<file path="src/rtl/eth_reg_pkg.sv">
// Shared types and constants for the KSZ8851 register-bus arbiter.
package eth_reg_pkg;

   localparam int unsigned OFFSET_W = 8;
   localparam int unsigned DATA_W   = 16;

   localparam int unsigned REQ_INIT = 0;
   localparam int unsigned REQ_TX   = 1;
   localparam int unsigned REQ_RX   = 2;

   localparam logic [DATA_W-1:0] RDATA_TIMEOUT = 16'hFFFF;

   typedef enum logic [1:0] {
      ST_IDLE,
      ST_ISSUE,
      ST_WAIT,
      ST_HOLD
   } arb_state_e;

   // Command payload presented to the register I/O engine
   typedef struct packed {
      logic [OFFSET_W-1:0] offset;
      logic                length;
      logic                wr;
      logic [DATA_W-1:0]   wdata;
   } reg_cmd_t;

   // Round-robin successor; requester 0 never takes part in the rotation
   function automatic int unsigned rr_after(input int unsigned idx, input int unsigned n);
      return (idx + 1 >= n) ? REQ_TX : idx + 1;
   endfunction

endpackage

</file>
<file path="src/rtl/rr_pick.sv">
// Combinational round-robin selector: first eligible index at or after ptr_i, wrapping.
module rr_pick #(
   parameter  int unsigned N     = 3,
   localparam int unsigned IDX_W = (N > 1) ? $clog2(N) : 1
) (
   input  logic [N-1:0]     eligible_i,
   input  logic [IDX_W-1:0] ptr_i,
   output logic [N-1:0]     winner_o,
   output logic             valid_o
);

   always_comb begin : pick
      logic [IDX_W:0]   sum;
      logic [IDX_W-1:0] j;
      winner_o = '0;
      valid_o  = 1'b0;
      sum      = '0;
      j        = '0;
      for (int unsigned k = 0; k < N; k++) begin
         sum = {1'b0, ptr_i} + (IDX_W+1)'(k);
         if (sum >= (IDX_W+1)'(N)) begin
            sum = sum - (IDX_W+1)'(N);
         end
         j = sum[IDX_W-1:0];
         if (!valid_o && eligible_i[j]) begin
            winner_o[j] = 1'b1;
            valid_o     = 1'b1;
         end
      end
   end

endmodule

</file>
<file path="src/rtl/reg_bus_arbiter.sv">
// Request/grant/ack arbiter in front of the single KSZ8851 register I/O engine.
// Optional WAIT watchdog enabled by defining REG_ARB_TIMEOUT_EN.
module reg_bus_arbiter
   import eth_reg_pkg::*;
#(
   parameter int unsigned NREQ = 3
`ifdef REG_ARB_TIMEOUT_EN
   , parameter int unsigned TIMEOUT_CYCLES = 1023
`endif
) (
   input  logic                     clk40m,
   input  logic                     reset,
   input  logic                     init_done,
   input  logic [NREQ-1:0]          req,
   input  logic [NREQ-1:0]          lock,
   input  logic [NREQ*OFFSET_W-1:0] offset_i,
   input  logic [NREQ-1:0]          length_i,
   input  logic [NREQ-1:0]          wr_i,
   input  logic [NREQ*DATA_W-1:0]   wdata_i,
   output logic [NREQ-1:0]          grant,
   output logic [NREQ-1:0]          ack,
   output logic [DATA_W-1:0]        rdata,
   output logic [OFFSET_W-1:0]      io_offset,
   output logic                     io_length,
   output logic                     io_wr,
   output logic [DATA_W-1:0]        io_wdata,
   output logic                     io_new_cmd,
   input  logic                     io_done,
   input  logic [DATA_W-1:0]        io_rdata,
   output logic                     timeout_err
);

   localparam int unsigned     IDX_W     = (NREQ > 1) ? $clog2(NREQ) : 1;
   localparam logic [NREQ-1:0] INIT_MASK = NREQ'(1) << REQ_INIT;

   arb_state_e         state_q;
   logic [NREQ-1:0]    grant_q;
   logic [NREQ-1:0]    ack_q;
   logic [DATA_W-1:0]  rdata_q;
   reg_cmd_t           cmd_q;
   logic               new_cmd_q;
   logic [IDX_W-1:0]   ptr_q;

   logic [NREQ-1:0]    elig;
   logic [NREQ-1:0]    pick_oh;
   logic               pick_valid;
   logic [NREQ-1:0]    sel_oh;
   reg_cmd_t           sel_cmd;
   logic [IDX_W-1:0]   ptr_nxt;
   logic               owner_req;
   logic               owner_lock;
   logic               ack_busy;
   logic               tmo_hit;

   // Requester 0 is served alone before init_done and never after
   assign elig = init_done ? (req & ~INIT_MASK) : (req & INIT_MASK);

   rr_pick #(.N(NREQ)) u_pick (
      .eligible_i (elig),
      .ptr_i      (ptr_q),
      .winner_o   (pick_oh),
      .valid_o    (pick_valid)
   );

   assign owner_req  = |(req & grant_q);
   assign owner_lock = |(lock & grant_q);
   // Requesters drop req one cycle after ack; skip that cycle to avoid a duplicate issue
   assign ack_busy   = |ack_q;
   assign sel_oh     = (state_q == ST_HOLD) ? grant_q : pick_oh;

   always_comb begin
      sel_cmd = '0;
      for (int unsigned i = 0; i < NREQ; i++) begin
         if (sel_oh[i]) begin
            sel_cmd.offset = offset_i[i*OFFSET_W +: OFFSET_W];
            sel_cmd.length = length_i[i];
            sel_cmd.wr     = wr_i[i];
            sel_cmd.wdata  = wdata_i[i*DATA_W +: DATA_W];
         end
      end
   end

   always_comb begin
      ptr_nxt = ptr_q;
      for (int unsigned i = 1; i < NREQ; i++) begin
         if (grant_q[i]) begin
            ptr_nxt = IDX_W'(rr_after(i, NREQ));
         end
      end
   end

`ifdef REG_ARB_TIMEOUT_EN
   localparam int unsigned TMO_W = (TIMEOUT_CYCLES > 1) ? $clog2(TIMEOUT_CYCLES) : 1;

   logic [TMO_W-1:0] tmo_cnt_q;
   logic             tmo_err_q;

   assign tmo_hit     = (tmo_cnt_q == TMO_W'(TIMEOUT_CYCLES - 1));
   assign timeout_err = tmo_err_q;

   // Watchdog counts WAIT cycles without io_done; error flag is sticky until reset
   always_ff @(posedge clk40m) begin
      if (reset) begin
         tmo_cnt_q <= '0;
         tmo_err_q <= 1'b0;
      end else if (state_q != ST_WAIT || io_done) begin
         tmo_cnt_q <= '0;
      end else if (tmo_hit) begin
         tmo_cnt_q <= '0;
         tmo_err_q <= 1'b1;
      end else begin
         tmo_cnt_q <= tmo_cnt_q + TMO_W'(1);
      end
   end
`else
   assign tmo_hit     = 1'b0;
   assign timeout_err = 1'b0;
`endif

   always_ff @(posedge clk40m) begin
      if (reset) begin
         state_q   <= ST_IDLE;
         grant_q   <= '0;
         ack_q     <= '0;
         rdata_q   <= '0;
         cmd_q     <= '0;
         new_cmd_q <= 1'b0;
         ptr_q     <= IDX_W'(REQ_TX);
      end else begin
         ack_q     <= '0;
         new_cmd_q <= 1'b0;
         case (state_q)
            ST_IDLE: begin
               if (!ack_busy && pick_valid) begin
                  cmd_q     <= sel_cmd;
                  grant_q   <= pick_oh;
                  new_cmd_q <= 1'b1;
                  state_q   <= ST_ISSUE;
               end
            end
            ST_ISSUE: begin
               state_q <= ST_WAIT;
            end
            ST_WAIT: begin
               if (io_done) begin
                  rdata_q <= io_rdata;
                  ack_q   <= grant_q;
                  ptr_q   <= ptr_nxt;
                  if (owner_lock) begin
                     state_q <= ST_HOLD;
                  end else begin
                     grant_q <= '0;
                     state_q <= ST_IDLE;
                  end
               end else if (tmo_hit) begin
                  // Abort: fake completion with the timeout pattern, lock ignored
                  rdata_q <= RDATA_TIMEOUT;
                  ack_q   <= grant_q;
                  ptr_q   <= ptr_nxt;
                  grant_q <= '0;
                  state_q <= ST_IDLE;
               end
            end
            ST_HOLD: begin
               if (!ack_busy) begin
                  if (owner_req) begin
                     cmd_q     <= sel_cmd;
                     new_cmd_q <= 1'b1;
                     state_q   <= ST_ISSUE;
                  end else if (!owner_lock) begin
                     grant_q <= '0;
                     state_q <= ST_IDLE;
                  end
               end
            end
            default: begin
               grant_q <= '0;
               state_q <= ST_IDLE;
            end
         endcase
      end
   end

   assign grant      = grant_q;
   assign ack        = ack_q;
   assign rdata      = rdata_q;
   assign io_offset  = cmd_q.offset;
   assign io_length  = cmd_q.length;
   assign io_wr      = cmd_q.wr;
   assign io_wdata   = cmd_q.wdata;
   assign io_new_cmd = new_cmd_q;

endmodule

</file>
<file path="config.mk">
export PLATFORM = sky130hd
export DESIGN_NAME = reg_bus_arbiter
export DESIGN_NICKNAME = d
export VERILOG_FILES = /design/src/rtl/eth_reg_pkg.sv /design/src/rtl/rr_pick.sv /design/src/rtl/reg_bus_arbiter.sv
export SDC_FILE = /design/constraint.sdc
export NUM_CORES = 1
export LEC_CHECK = 0
export ABC_AREA = 1
export CAP_MARGIN = 40
export CORE_MARGIN = 1
export CORE_UTILIZATION = 40
export CTS_CLUSTER_DIAMETER = 150
export DETAILED_ROUTE_END_ITERATION = 8
export PLACE_DENSITY_LB_ADDON = 0.3
export SYNTH_ARGS = -nofsm -noshare
export SYNTH_HDL_FRONTEND = slang
export SYNTH_SLANG_ARGS = --single-unit
</file>
<file path="constraint.sdc">
create_clock -name clk40m -period 3 [get_ports clk40m]
set_clock_uncertainty 0.1 [all_clocks]
set_input_delay 0.9 -clock clk40m [delete_from_list [all_inputs] [get_ports clk40m]]
set_output_delay 0.9 -clock clk40m [all_outputs]
set_load 0.05 [all_outputs]
</file>
==> flow_summary.toml <==
[global_route]
initial_antenna_violation_count = 0
first_global_vias = 3190
grt_first_pass_wirelength_mm = 14.4
met1_global_route_usage = 0.291
grtUsageMet3 = 0.0665
grt.busiest_layer = "met2"
grtUsageTotal = 0.232
gr-usage-met2 = 0.389
largest_net_degree_at_the_start_of_global_routing = 38
global_route.overflow_total = 0

[critical_path]
startpoint_type = "input pin"
worstPathRequired_ns = 3.11
cell_chain_critical_path = "clkdlybuf4s50_1, nand2_1, nand2_1, nand3_1, o21ai_1, inv_2, nand2_1, nand2_1, o21ai_2, inv_2, nor2_4, buf_4, nand2_1, a21oi_1, nor2_1"
cpMaxStageDelayCell = "sky130_fd_sc_hd__clkdlybuf4s50_1"
cpMostUsedCell = "sky130_fd_sc_hd__nand2_1"
path_class = "in -> reg"
critical_path_peak_fanout = 14
cp_slowest_stage_delay_ns = 0.53
worst_path_dominant_cell_family = "buffers and inverters"
path_buf_inv = 4
worstSetupEndpointType = "flip-flop"
cp.arrival_ns = 2.92

[yosys]
ys_seq_elements = 53
yosysUniqueCellTypes = 29
ys.warnings.count = 0
ys_top_cells_by_area = "sky130_fd_sc_hd__dfxtp_1 35%, sky130_fd_sc_hd__nand3_1 14%, sky130_fd_sc_hd__nand2_1 12%, sky130_fd_sc_hd__nor2_1 8.1%, sky130_fd_sc_hd__o21ai_0 7.2%"
yosys.area.top_type = "sky130_fd_sc_hd__dfxtp_1"
seq_area_frac_synth = 0.348
post_synth_inst_count = 467
share_of_the_synthesized_area_in_the_top_cell_type = 0.348
post_synth_instance_area_um2 = 3050
synth_net_count = 579
syn_area_per_cell_um2 = 6.53

[power_and_ir_drop]
power_per_cell_area_nw_per_um2 = 834
power.leakage_uw = 0.00204
combPwrFrac = 0.623
irDropWorstVdd_mv = 0.598
p_int_uw = 2050
power.net_switching_uw = 1980
seqPwrFrac = 0.251
clock_network_fraction_of_design_power = 0.126
power.share.switching = 0.491

[layout]
finish.cell_count_without_fillers = 714
n_fill_cell = 651
layout.area.seq_um2 = 1060
most_common_library_cell_in_the_layout_ignoring_fill_and_taps = "sky130_fd_sc_hd__clkdlybuf4s50_1"
final_design_area_no_fill_um2 = 4830
num_antenna_cells = 0
multiInputGateArea_um2 = 1740
design.final.nets = 726
final_cell_mix = "152 x sky130_fd_sc_hd__clkdlybuf4s50_1, 94 x sky130_fd_sc_hd__nand2_1, 87 x sky130_fd_sc_hd__nand3_1"
final_util = 0.658
layout-drive-gt1-share = 0.0650
area_overhead_of_the_layout_relative_to_synthesis_pct = 58.2

[clock_network]
clock_tree.buffer_depth = 2
root_buffer = "sky130_fd_sc_hd__clkbuf_8"
cts-hold-fix-buffers = 0
cts_resized = 0
clock_tree_from_tritoncts = "yes"
clock_tree.htree_level_count = 2
setup_buffers_after_cts = 0
cts_sinks = 53
clock_pin_slew_reported_for_the_worst_setup_and_hold_paths_after_clock_tree_synthesis_ns = 0.11
clkLatencyLatePin_ns = 0.32
tritoncts.num_buffers = 5

[detailed_routing]
routed_wl_mm = 9.85
vias_post_dr = 3693
drt-vias-per-instance = 5.17
ant_nets = 0
firstDrtPassIters = 6
drt_first_iter_violations = 133
routed_wire_length_per_instance_um = 13.8
drc_violation_count_after_routing = 0

[place]
globalplace.congestion = 0.897
dpl-instance-area_um2 = 4710
portBuffers = 152
number_of_placed_cells_counting_well_taps = 706
detailed_place_hpwl_mm = 7.16

[timing]
achievable-frequency_ghz = 0.355
hold_viol = 0
totalNegativeSetupSlack_ns = 0
slew_violations = 0
setup-violations-final = 0
timing.final.crit_share = 0.939
max-slew-margin-rel = 0.602
finalHoldWorstSlack_ns = 0.391
worst_pin_slew_ns = 0.596
final_period_minus_worst_setup_slack_ns = 2.82
setup_repair_after_global_routing_missed_its_margin = "false"

[floorplanning]
fp.coreArea_um2 = 7330
start_util = 0.416
num_io_pins = 154
floorplan.die.width_um = 89.3
die-height_um = 89.3
rows = 31
die_area_um2 = 7980

[status]
result_of_the_run = "completed"

[worst_hold_path]
worst_hold_class = "reg -> reg"

[job]
max_cap_viol_count = 0
[Yosys cell counts (all sizes together)]
cell type and count:
a211oi 3, a21oi 36, a31oi 2, buf 18, clkbuf 11, clkinv 1, conb 1, dfxtp 53
ha 8, inv 22, nand2 99, nand3 91, nand3b 1, nand4 3, nor2 68, nor3 2
o21ai 48
[state kept, by name, summed over array words and instances, names as in the netlist]
register,count
io_length,1
io_wdata,16
grant,3
rdata,16
ack,3
ptr_q,2
state_q,2
io_new_cmd,1
io_offset,8
io_wr,1
[power by group through the flow]
stage / logic, uW / clock network [uW] / registers, uW
final: 2510 / 508 / 1010
after global routing: 2720 / 544 / 1030
after floorplan: 1150 / 0 / 1560
after global placement: 2430 / 0 / 1020
after detailed placement: 2490 / 0 / 1020
after CTS: 2500 / 512 / 1010
[per-stage QoR]
step / power (uW) / setup slack (ns)
4_1_cts: 4030 / 0.215
5_1_grt: 4300 / 0.0311
2_1_floorplan: 2710 / 0.667
3_3_place_gp: 3450 / -0.00390
6_report: 4030 / 0.184
3_5_place_dp: 3510 / -0.0883
[worst min-delay path, cell delays in order (launching register included)]
cell	delay, ns
sky130_fd_sc_hd__dfxtp_1	0.32
sky130_fd_sc_hd__nor2_1	0.09
sky130_fd_sc_hd__nor2_1	0.05
[kinds of logic after synthesis]
kind of cell    Yosys count  synth area share
fa+ha+maj                 8            0.0328
buf+inv                  52            0.0832
flops                    53             0.348
other cells               1           0.00123
compound gates           89             0.150
simple gates            264             0.385
[path summary, 6_finish.rpt]
| check | start | to | slack (ns) | cells after the start |
|---|---|---|---|---|
| max | req[0] | io_wdata[5] | 0.18 | 15 |
| min | rdata[8] | rdata[8] | 0.39 | 2 |
| max reg2reg | ptr_q[0] | io_wdata[5] | 0.42 | 14 |
| min reg2reg | rdata[8] | rdata[8] | 0.39 | 2 |
[cell type report]
cell class / count / area share
Clock buffer: 5 / 0.0143
Clock inverter: 3 / 0.00959
Inverter: 23 / 0.0179
Multi-Input combinational cell: 362 / 0.361
Sequential cell: 53 / 0.220
Tap cell: 99 / 0.0257
Timing Repair Buffer: 169 / 0.352
[per-layer routing]
layer,vias up,part of all wire,wire length (um)
met1,1659,0.43,4230
li1,1843,-,-
met4,0,0.015,148
met3,18,0.084,828
met2,173,0.47,4640
met5,-,0,0
Note: power is estimated with default switching activity, not from simulation.
